File: src/rtl/lsu.sv
// Load/store unit: takes one memory instruction from exe_mem, runs a single
// word-aligned bus transaction (with timeout), and hands a registered result
// or exception to mem_wb as a one-cycle pulse.
module lsu #(
    parameter int ADDR_WIDTH = 32,
    parameter int TIMEOUT    = 16
) (
    input  logic                  clk_i,
    input  logic                  rst_n_i,
    input  logic                  valid_i,
    input  logic [3:0]            mem_op_i,
    input  logic [ADDR_WIDTH-1:0] mem_addr_i,
    input  logic [31:0]           mem_data_i,
    input  logic [4:0]            reg_waddr_i,
    input  logic                  reg_we_i,
    input  logic [31:0]           reg_wdata_i,
    output logic                  stall_o,
    output logic                  bus_req_o,
    output logic                  bus_we_o,
    output logic [ADDR_WIDTH-1:0] bus_addr_o,
    output logic [3:0]            bus_be_o,
    output logic [31:0]           bus_wdata_o,
    input  logic                  bus_ack_i,
    input  logic                  bus_err_i,
    input  logic [31:0]           bus_rdata_i,
    output logic                  wb_valid_o,
    output logic [4:0]            reg_waddr_o,
    output logic                  reg_we_o,
    output logic [31:0]           reg_wdata_o,
    output logic                  exc_valid_o,
    output logic [3:0]            exc_cause_o,
    output logic [ADDR_WIDTH-1:0] exc_tval_o
);

    // Memory operation encodings shared with the decode stage.
    localparam logic [3:0] OP_NONE = 4'h0;
    localparam logic [3:0] OP_LB   = 4'h1;
    localparam logic [3:0] OP_LH   = 4'h2;
    localparam logic [3:0] OP_LW   = 4'h3;
    localparam logic [3:0] OP_LBU  = 4'h4;
    localparam logic [3:0] OP_LHU  = 4'h5;
    localparam logic [3:0] OP_SB   = 4'h6;
    localparam logic [3:0] OP_SH   = 4'h7;
    localparam logic [3:0] OP_SW   = 4'h8;

    typedef enum logic {IDLE, BUSY} state_t;

    state_t      state;
    logic [7:0]  cycle_cnt;
    logic [3:0]  op_q;
    logic [1:0]  off_q;
    logic [4:0]  waddr_q;
    logic        we_q;

    logic        is_load;
    logic        is_store;
    logic        misaligned;
    logic        accept;
    logic        timeout_hit;
    logic        done;
    logic        fault;
    logic [3:0]  be_next;
    logic [31:0] wdata_next;
    logic [31:0] shifted;
    logic [31:0] load_data;

    // Classify the incoming op; unknown encodings behave like NONE.
    always_comb begin
        is_load    = 1'b0;
        is_store   = 1'b0;
        misaligned = 1'b0;
        case (mem_op_i)
            OP_LB, OP_LBU: is_load = 1'b1;
            OP_LH, OP_LHU: begin
                is_load    = 1'b1;
                misaligned = mem_addr_i[0];
            end
            OP_LW: begin
                is_load    = 1'b1;
                misaligned = |mem_addr_i[1:0];
            end
            OP_SB: is_store = 1'b1;
            OP_SH: begin
                is_store   = 1'b1;
                misaligned = mem_addr_i[0];
            end
            OP_SW: begin
                is_store   = 1'b1;
                misaligned = |mem_addr_i[1:0];
            end
            default: ;
        endcase
    end

    // Byte enables and lane-replicated store data; loads always read the whole word.
    always_comb begin
        be_next    = 4'b1111;
        wdata_next = mem_data_i;
        case (mem_op_i)
            OP_SB: begin
                be_next    = 4'b0001 << mem_addr_i[1:0];
                wdata_next = {4{mem_data_i[7:0]}};
            end
            OP_SH: begin
                be_next    = 4'b0011 << mem_addr_i[1:0];
                wdata_next = {2{mem_data_i[15:0]}};
            end
            default: ;
        endcase
    end

    // Pick the addressed byte/half out of the read word and extend it.
    always_comb begin
        shifted = bus_rdata_i >> {off_q, 3'b000};
        case (op_q)
            OP_LB:   load_data = {{24{shifted[7]}}, shifted[7:0]};
            OP_LBU:  load_data = {24'b0, shifted[7:0]};
            OP_LH:   load_data = {{16{shifted[15]}}, shifted[15:0]};
            OP_LHU:  load_data = {16'b0, shifted[15:0]};
            default: load_data = shifted;
        endcase
    end

    assign accept      = (state == IDLE) && valid_i && (is_load || is_store) && !misaligned;
    assign timeout_hit = (state == BUSY) && (cycle_cnt == 8'(TIMEOUT - 1));
    assign done        = (state == BUSY) && (bus_ack_i || bus_err_i || timeout_hit);
    assign fault       = bus_err_i || (timeout_hit && !bus_ack_i);
    assign stall_o     = rst_n_i && (accept || ((state == BUSY) && !done));

    // Main sequencer: accepts instructions, holds the bus request, produces result pulses.
    always_ff @(posedge clk_i or negedge rst_n_i) begin
        if (!rst_n_i) begin
            state       <= IDLE;
            cycle_cnt   <= 8'd0;
            op_q        <= OP_NONE;
            off_q       <= 2'd0;
            waddr_q     <= 5'd0;
            we_q        <= 1'b0;
            bus_req_o   <= 1'b0;
            bus_we_o    <= 1'b0;
            bus_addr_o  <= '0;
            bus_be_o    <= 4'd0;
            bus_wdata_o <= 32'd0;
            wb_valid_o  <= 1'b0;
            reg_waddr_o <= 5'd0;
            reg_we_o    <= 1'b0;
            reg_wdata_o <= 32'd0;
            exc_valid_o <= 1'b0;
            exc_cause_o <= 4'd0;
            exc_tval_o  <= '0;
        end else begin
            wb_valid_o  <= 1'b0;
            reg_we_o    <= 1'b0;
            exc_valid_o <= 1'b0;
            if (state == IDLE) begin
                if (valid_i) begin
                    if (!(is_load || is_store)) begin
                        wb_valid_o  <= 1'b1;
                        reg_waddr_o <= reg_waddr_i;
                        reg_we_o    <= reg_we_i;
                        reg_wdata_o <= reg_wdata_i;
                    end else if (misaligned) begin
                        wb_valid_o  <= 1'b1;
                        reg_waddr_o <= reg_waddr_i;
                        exc_valid_o <= 1'b1;
                        exc_cause_o <= is_store ? 4'd6 : 4'd4;
                        exc_tval_o  <= mem_addr_i;
                    end else begin
                        state       <= BUSY;
                        cycle_cnt   <= 8'd0;
                        op_q        <= mem_op_i;
                        off_q       <= mem_addr_i[1:0];
                        waddr_q     <= reg_waddr_i;
                        we_q        <= reg_we_i;
                        bus_req_o   <= 1'b1;
                        bus_we_o    <= is_store;
                        bus_addr_o  <= {mem_addr_i[ADDR_WIDTH-1:2], 2'b00};
                        bus_be_o    <= be_next;
                        bus_wdata_o <= wdata_next;
                    end
                end
            end else begin
                if (done) begin
                    state       <= IDLE;
                    bus_req_o   <= 1'b0;
                    bus_we_o    <= 1'b0;
                    wb_valid_o  <= 1'b1;
                    reg_waddr_o <= waddr_q;
                    if (fault) begin
                        exc_valid_o <= 1'b1;
                        exc_cause_o <= bus_we_o ? 4'd7 : 4'd5;
                        exc_tval_o  <= {bus_addr_o[ADDR_WIDTH-1:2], off_q};
                    end else if (!bus_we_o) begin
                        reg_we_o    <= we_q;
                        reg_wdata_o <= load_data;
                    end
                end else begin
                    cycle_cnt <= cycle_cnt + 8'd1;
                end
            end
        end
    end

endmodule

File: config.mk
export PLATFORM = sky130hd
export DESIGN_NAME = lsu
export DESIGN_NICKNAME = d
export VERILOG_FILES = /design/src/rtl/lsu.sv
export SDC_FILE = /design/constraint.sdc
export NUM_CORES = 1
export LEC_CHECK = 0
export CAP_MARGIN = 20
export CORE_ASPECT_RATIO = 0.8
export CORE_UTILIZATION = 45
export DETAILED_ROUTE_END_ITERATION = 10
export PLACE_DENSITY = 0.88
export SLEW_MARGIN = 30
export SYNTH_ARGS = -nofsm -noshare
export SYNTH_HDL_FRONTEND = slang
export SYNTH_SLANG_ARGS = --single-unit
File: constraint.sdc
create_clock -name clk_i -period 2.5 [get_ports clk_i]
set_clock_uncertainty 0.1 [all_clocks]
set_input_delay 0.375 -clock clk_i [delete_from_list [all_inputs] [get_ports clk_i]]
set_output_delay 0.375 -clock clk_i [all_outputs]
set_load 0.05 [all_outputs]
Word level (Yosys, flattened, before mapping)
Cells that the tools add are included.
{"block": "totals", "register_bits": 165, "wordCells": 141}
{"block": "op_classes", "add_sub_neg": 1, "n_eq_ne": 21, "shift": 3, "n_mux": 66, "n_bitwise": 2, "reduce_logical": 30}
{"cell": "two-way mux 32 bit", "count": 12}
{"cell": "one-hot mux 32 bit (4 select lines)", "count": 1}
{"cell": "one-hot mux 32 bit (2 select lines)", "count": 1}
{"cell": "two-way mux 8 bit", "count": 5}
{"cell": "two-way mux 1 bit", "count": 32}
{"cell": ">> shifter 32 x 5 -> 32 bit", "count": 1}
{"cell": "two-way mux 5 bit", "count": 5}
{"cell": "equality test 4 x 3 -> 1 bit (second input constant)", "count": 6}
{"cell": "two-way mux 4 bit", "count": 6}
{"cell": "equality test 4 x 2 -> 1 bit (second input constant)", "count": 3}
{"cell": "AND reduction 4 bit", "count": 3}
{"cell": "!= test 2 bit (second input constant)", "count": 5}
{"cell": "AND reduction 5 bit", "count": 2}
{"cell": "adder 8 x 1 -> 8 bit (second input constant)", "count": 1}
{"cell": "equality test 4 x 1 -> 1 bit (second input constant)", "count": 2}
{"cell": "equality test 8 x 4 -> 1 bit (second input constant)", "count": 1}
{"cell": "logical AND 1 bit", "count": 8}
{"cell": "one-hot mux 4 bit (2 select lines)", "count": 1}
{"cell": "nonzero test 2 bit", "count": 3}
{"cell": "OR reduction 3 bit", "count": 2}
{"cell": "logical OR 1 bit", "count": 5}
{"cell": "OR reduction 5 bit", "count": 1}
{"cell": "equality test 4 bit (second input constant)", "count": 1}
{"cell": "two-way mux 2 bit", "count": 2}
{"cell": "9 further kinds", "count": 14}

Depth between registers and ports, before layout
Gate-level depths: netlist of the first run.
{"block": "depth", "depth_word": 8, "depth_mapped": 8, "depth_no_buf": 6}

Least setup slack after synthesis of the first run
Ideal clock, no wire load.
{"block": "synth_timing", "path_kind": "input to output", "startpoint": "input mem_addr_i[1]", "endpoint": "output stall_o", "t_arrival_ps": 1777, "t_required_ps": 2025, "setup_slack_ps": 248, "cell_stages": 7, "path_buffers": 2, "path_cell_list": "buf_2 -> o22ai_1 -> a221o_1 -> a21oi_1 -> buf_2 -> o21ai_0 -> and2_1"}
{"block": "synth_via", "elab_chain_cells": 6}
{"element": "start: declaration", "line": "12", "source": "input logic [ADDR_WIDTH-1:0] mem_addr_i,"}
{"element": "OR reduction 2 bit", "line": "80, 89"}
{"element": "one-hot mux 1 bit (2 select lines)", "line": "72", "source": "case (mem_op_i)"}
{"element": "zero test 1 bit", "line": "124", "source": "assign accept = (state == IDLE) && valid_i && (is_load || is_store) && !misaligned;"}
{"element": "logical AND 1 bit", "line": "124"}
{"element": "logical OR 1 bit", "line": "128", "source": "assign stall_o = rst_n_i && (accept || ((state == BUSY) && !done));"}
{"element": "logical AND 1 bit", "line": "128"}
{"element": "end: declaration", "line": "17", "source": "output logic stall_o,"}
Every way passes these cells.

Worst setup path after layout of the first run
{"block": "layout_timing", "startpoint": "input mem_op_i[2]", "endpoint": "output stall_o"}
{"block": "layout_via", "elab_chain_cells": 8, "word_cells_on_any_way": 21}
{"element": "start: declaration", "line": "11", "source": "input logic [3:0] mem_op_i,"}
{"element": "equality test 4 x 2 -> 1 bit, or another cell as far along", "line": "72"}
{"element": "OR reduction 5 bit (no line) / OR reduction 3 bit (equally long branches)"}
{"element": "two-way mux 1 bit", "line": "72"}
{"element": "logical OR 1 bit", "line": "124"}
{"element": "logical AND 1 bit", "line": "124"}
{"element": "logical AND 1 bit *", "line": "124"}
{"element": "logical OR 1 bit *", "line": "128"}
{"element": "logical AND 1 bit *", "line": "128"}
Every way passes the cells marked *; elsewhere a longest branch is shown, timed or not.

==> results.sh, run 1 <==
export IMPL_finalInstanceArea_um2=12260
export IMPL_row_count=43
export IMPL_clk_pin_slew_ns=0.07
export IMPL_syn_instance_count=799
export IMPL_max_slew_margin_rel_pct=50.82
export IMPL_gr_usage_all_layers_pct=31.08
export IMPL_layout_nets=1247
export IMPL_grt_pass1_vias=7828
export IMPL_ys_ff_latch=164
export IMPL_h_tree_depth=4
export IMPL_status="finished clean"
export IMPL_rsz0062_at_grt="no"
export IMPL_crit_type="input port to primary output"
export IMPL_viasPerCell=5.821
export IMPL_dr_pass1_iters=5
export IMPL_ys_seq_area_share_pct=50.89
export IMPL_antenna_found_initial=1
export IMPL_hold_class="input port to async pin"
export IMPL_wl_per_cell_um=21.28
export IMPL_yosys_area_top_type="dfrtp_1"
export IMPL_ios=290
export IMPL_syn_area_um2=8064
export IMPL_p_leak_nw=5.059
export IMPL_setup_slack_ns=0.01647
export IMPL_clockRootBuffer="clkbuf_16"
export IMPL_vdd_drop_max_v=0.0006537
export IMPL_synth_area_leaders="dfrtp_1, mux2_2, o21ai_0"
export IMPL_period_minus_slack_ns=2.484
export IMPL_cts_tree="done"
export IMPL_synthArstFlopShare_pct=100.0
export IMPL_critical_path_arrival_ns=2.01
export IMPL_synthDominantCellAreaShare_pct=50.89
export IMPL_die_area_um2=18460
export IMPL_yosys_warnings=0
export IMPL_path_max_fanout=10
export IMPL_drv_cap=0
export IMPL_clk_latency_ns=0.42
export IMPL_dp_cells=1297
export IMPL_port_buffers=286
export IMPL_overflow=0
export IMPL_final_cells=1341
export IMPL_cts_buffers=17
export IMPL_pre_cts_slack_ns=-0.3676
export IMPL_cellPowerDensity_nw_per_um2=940.2
export IMPL_vias=7806
export IMPL_crit_path_end_kind="primary output"
export IMPL_layout_commonest_cell="clkdlybuf4s50_1"
export IMPL_ys_types=61
export IMPL_tns_ns=0
export IMPL_synth_edf_count=0
export IMPL_post_route_period_util_pct=99.34
export IMPL_cts_sinks=164
export IMPL_postRouteAntennaNets=0
export IMPL_syn_area_per_cell_um2=10.09
export IMPL_setup_violations=0
export IMPL_dominantRegCellSynth="dfrtp_1"
export IMPL_die_x_um=151.7
export IMPL_route_detailed_drc=0
export IMPL_max_freq_mhz=402.7
export IMPL_slew_viol_final=0
export IMPL_final_cell_mix="clkdlybuf4s50_1, dfrtp_1, o21ai_0, nand2_1, a21oi_1"
export IMPL_initial_core_util_pct=46.26
export IMPL_startpoint_type="input port"
export IMPL_drive_gt1_share_pct=16.22
export IMPL_worstMarginPinSlew_ns=0.7376
export IMPL_grt_max_degree=91
export IMPL_place_hpwl_mm=19.09
export IMPL_syn_to_final_growth_pct=52.09
export IMPL_crit_required_ns=2.03
export IMPL_finalHoldViolCount=0
export IMPL_clockBufferDepth=2
export IMPL_place_area_um2=11460
export IMPL_dr_first_iter_drc_count=603
export IMPL_die_y_um=121.7
export IMPL_grt_pass1_wl_mm=43.34
export IMPL_fin_util_pct=70.36
export IMPL_core_um2=17430
export IMPL_place_congestion=0.8832
export IMPL_ff2ff_path_depth=7
export IMPL_diodes=0
export IMPL_wl_mm=28.54
## worst max-delay path, stage by stage
cell,delay (ns)
clkdlybuf4s50_1,0.44
buf_4,0.18
a221o_1,0.38
a21oi_4,0.22
o21ai_4,0.08
and2_4,0.18
buf_6,0.15
## worst paths after layout
path | startpoint | end | slack, ns
worst min-delay path | rst_n_i | bus_wdata_o[7]$_DFFE_PN0P_ | 0.29
min in group clk_i | reg_wdata_o[27]$_DFFE_PN0P_ | reg_wdata_o[27]$_DFFE_PN0P_ | 0.38
worst min register to register | reg_wdata_o[27]$_DFFE_PN0P_ | reg_wdata_o[27]$_DFFE_PN0P_ | 0.38
max in group asynchronous | rst_n_i | state$_DFF_PN0_ | 1.03
worst max register to register | state$_DFF_PN0_ | exc_tval_o[7]$_DFFE_PN0P_ | 0.18
worst max-delay path | mem_op_i[2] | stall_o | 0.02
## report_power, final
group | switching [mW] | internal, mW
registers | 0.455 | 3.26
logic | 3.30 | 1.87
clock network | 1.20 | 1.44
total | 4.95 | 6.58
## registers in the layout (all words and copies together), names as in the netlist, 2 cells and up
signal	flops
op_q	4
bus_be_o	4
waddr_q	5
bus_wdata_o	32
exc_tval_o	32
exc_cause_o	3
reg_wdata_o	32
bus_addr_o	30
reg_waddr_o	5
off_q	2
cycle_cnt	8
## timing repair
action	CTS	global route
resized for setup	15	8
pin swaps	2	3
buffers inserted	6	4
cloned	1	0
hold endpoints to repair	25	0
setup endpoints to repair	1	1
hold buffers	1	0
## Yosys cell counts, types with 3 or more instances
cell,instances
dfrtp_1,164
o21ai_0,108
nand2_1,85
a21oi_1,82
mux2_2,55
mux2i_1,42
o22ai_1,42
clkbuf_1,38
nor2_1,23
buf_2,19
a211oi_1,15
nor2b_1,11
buf_4,10
a22oi_1,8
o21ai_1,7
inv_1,6
nand2b_1,6
nand3_1,6
a22o_1,5
xor2_1,5
o21ai_2,4
o22a_1,4
or2_2,4
and3_1,3
nand3b_1,3
xnor2_1,3
## cell families (layout without fill, tap and decap cells)
group	count (synthesis)	in the layout	synth area share [%]
flip-flops	164	164	50.89
XOR/XNOR	8	8	0.8689
other	1	3	0.04650
multiplexers	97	97	12.89
adder cells (fa/ha/maj)	1	1	0.1551
buffers and inverters	75	390	4.438
AO/OA/AOI/OAI	296	296	21.57
AND/OR/NAND/NOR	157	157	9.139
## final cells by class
cell class              instances  area (um2)
repair buffers                352        3571
well taps                     225       281.5
fillers                      1245        5167
multi-input cells             562        3700
clock buffers                  19       442.9
inverters                       6       22.52
flip-flops and latches        164        4105
clock inverters                13       141.4
## through the flow
| stage | hold slack, ns | power, mW |
|---|---|---|
| 3_5_place_dp | 0.1616 | 8.828 |
| 6_report | 0.2900 | 11.53 |
| 2_1_floorplan | -0.02059 | 6.826 |
| 3_3_place_gp | 0.1575 | 8.708 |
| 4_1_cts | 0.2696 | 11.54 |
| 5_1_grt | 0.2880 | 11.99 |
## metal layers
layer / part of all wire [%] / wire length, um / vias to the layer above / GRT usage [%]
met5: 0 / 0 / - / 0
met4: 3.3 / 952 / 0 / 12.19
met3: 10 / 2853 / 74 / 9.888
met2: 47 / 13470 / 391 / 49.52
met1: 39 / 11260 / 3830 / 39.23
li1: - / - / 3511 / -
No activity file was read; power rests on OpenSTA's default activity.
==> run 2, diff against run 1 <==
CAP_MARGIN = 40   (was 20)
==> results of run 2 <==
Same layout as run 1: the final DEF is identical, and so are final timing and power.
==> run 3, diff against run 2 <==
CORE_UTILIZATION = 47   (was 45)
CTS_BUF_LIST = sky130_fd_sc_hd__clkbuf_4 sky130_fd_sc_hd__clkbuf_8   (was not set)
PLACE_DENSITY = 0.91   (was 0.88)
==> run 3 against run 2 <==
Clock power shrank 21%. Utilization rose by 2.1 points. Via count is 0.68% lower. Die area fell by 4.2%. Fmax shrank 0.27%. Global-route usage grew 0.80 points. Clock-buffer cell count unchanged. Non-clock buffer count grew 6. Worst hold slack lost 0.033 ns. First-iteration DRC count unchanged. Register-to-register slack is essentially flat. Sequential power is essentially flat. Critical path type unchanged. Largest power group unchanged.
==> results.sh, run 3 (same netlist as run 1, synthesis figures left out) <==
export IMPL_overflow=0
export IMPL_route_detailed_drc=0
export IMPL_row_count=42
export IMPL_clockRootBuffer="clkbuf_8"
export IMPL_drive_gt1_share_pct=16.49
export IMPL_vias=7753
export IMPL_vdd_drop_max_v=0.0006070
export IMPL_place_hpwl_mm=19.37
export IMPL_cts_buffers=17
export IMPL_drv_cap=0
export IMPL_clockBufferDepth=2
export IMPL_grt_pass1_wl_mm=43.10
export IMPL_worstReg2RegStart="state$_DFF_PN0_"
export IMPL_cts_sinks=164
export IMPL_rsz0062_at_grt="yes"
export IMPL_clk_pin_slew_ns=0.09
export IMPL_crit_required_ns=2.03
export IMPL_wl_per_cell_um=20.50
export IMPL_finalHoldViolCount=0
export IMPL_h_tree_depth=4
export IMPL_layout_commonest_cell="clkdlybuf4s50_1"
export IMPL_initial_core_util_pct=48.41
export IMPL_viasPerCell=5.777
export IMPL_max_slew_margin_rel_pct=54.38
export IMPL_postRouteAntennaNets=0
export IMPL_syn_to_final_growth_pct=49.77
export IMPL_place_area_um2=11490
export IMPL_fill_cells=1180
export IMPL_grt_max_degree=86
export IMPL_p_leak_nw=4.988
export IMPL_max_freq_mhz=401.6
export IMPL_diodes=0
export IMPL_path_max_fanout=3
export IMPL_place_congestion=0.8961
export IMPL_status="finished clean"
export IMPL_core_um2=16660
export IMPL_dr_first_iter_drc_count=603
export IMPL_cts_tree="done"
export IMPL_port_buffers=286
export IMPL_wl_mm=27.52
export IMPL_r2r_slack_ns=0.19
export IMPL_final_cell_mix="clkdlybuf4s50_1, dfrtp_1, o21ai_0, nand2_1, a21oi_1"
export IMPL_grt_pass1_vias=7913
export IMPL_die_y_um=119.2
export IMPL_period_minus_slack_ns=2.490
export IMPL_crit_path_end_kind="primary output"
export IMPL_r2r_end="exc_tval_o[29]$_DFFE_PN0P_"
export IMPL_setup_violations=0
export IMPL_ff2ff_path_depth=7
export IMPL_die_area_um2=17690
export IMPL_startpoint_type="input port"
export IMPL_fin_util_pct=72.50
export IMPL_post_route_period_util_pct=99.61
export IMPL_clk_latency_ns=0.46
export IMPL_critical_path_arrival_ns=2.02
export IMPL_dr_pass1_iters=5
export IMPL_crit_type="input port to primary output"
export IMPL_die_x_um=148.4
export IMPL_worstMarginPinSlew_ns=0.6843
export IMPL_finalInstanceArea_um2=12080
export IMPL_top_regs="bus_wdata_o (32), exc_tval_o (32), reg_wdata_o (32)"
export IMPL_cellPowerDensity_nw_per_um2=907.5
export IMPL_slew_viol_final=0
export IMPL_gr_usage_all_layers_pct=31.88
export IMPL_power_total_mw=10.96
export IMPL_hold_class="input port to async pin"
export IMPL_antenna_found_initial=1
export IMPL_layout_nets=1253
export IMPL_ios=290
==> run 3: layer usage <==
layer / up-vias / wire, um / track usage [%]
met5: - / 13 / 0
met4: 2 / 899 / 12.31
met3: 70 / 2532 / 9.655
met2: 401 / 13070 / 51.96
met1: 3774 / 11010 / 39.58
li1: 3506 / - / -
==> run 3: layout make-up <==
type	instances	area (um2)	area share, %
flip-flops and latches	164	4105	33.99
repair buffers	358	3580	29.64
inverters	6	22.52	0.1865
clock inverters	13	172.7	1.430
well taps	220	275.3	2.279
clock buffers	19	249.0	2.062
multi-input cells	562	3674	30.42
==> run 3: worst max-delay path by stage <==
stage                    start                    endpoint  slack (ns)
2_1_floorplan    mem_addr_i[1]                     stall_o        0.25
3_3_place_gp     mem_addr_i[0]                     stall_o       -0.26
3_5_place_dp     mem_addr_i[0]  bus_addr_o[28]$_DFFE_PN0P_       -0.39
4_1_cts        state$_DFF_PN0_                     stall_o       -0.02
5_1_grt        state$_DFF_PN0_                     stall_o       -0.04
6_report           mem_op_i[1]                     stall_o        0.01
==> run 3: what timing repair did <==
action,4_1_cts,5_1_grt
pin swaps,2,3
buffers inserted,4,4
endpoints found under the hold margin,30,0
setup endpoints to repair,1,1
hold buffers,1,0
cloned,1,0
resized for setup,11,6
==> run 3: worst max-delay path, stage by stage <==
cell	delay (ns)
clkdlybuf4s50_1	0.53
o22ai_1	0.12
a221o_1	0.38
a21oi_4	0.20
o21ai_2	0.08
and2_4	0.17
buf_6	0.14
==> run 3: where the power goes <==
| group | leakage, nW | switching [mW] | internal, mW |
|---|---|---|---|
| clock | 0.206 | 1.05 | 1.03 |
| sequential | 2.01 | 0.454 | 3.26 |
| combinational | 2.77 | 3.30 | 1.87 |
==> run 3: through the flow <==
stage | setup slack [ns] | setup TNS (ns) | hold WS, ns | std cells
after floorplan | 0.2477 | 0 | -0.02059 | 801
after detailed placement | -0.3923 | -35.66 | 0.1769 | 1300
final | 0.009715 | 0 | 0.2574 | 1342
after CTS | -0.02014 | -0.02014 | 0.2394 | 1338
after global placement | -0.2627 | -19.94 | 0.1744 | 1300
after global routing | -0.04170 | -0.04170 | 0.2468 | 1342
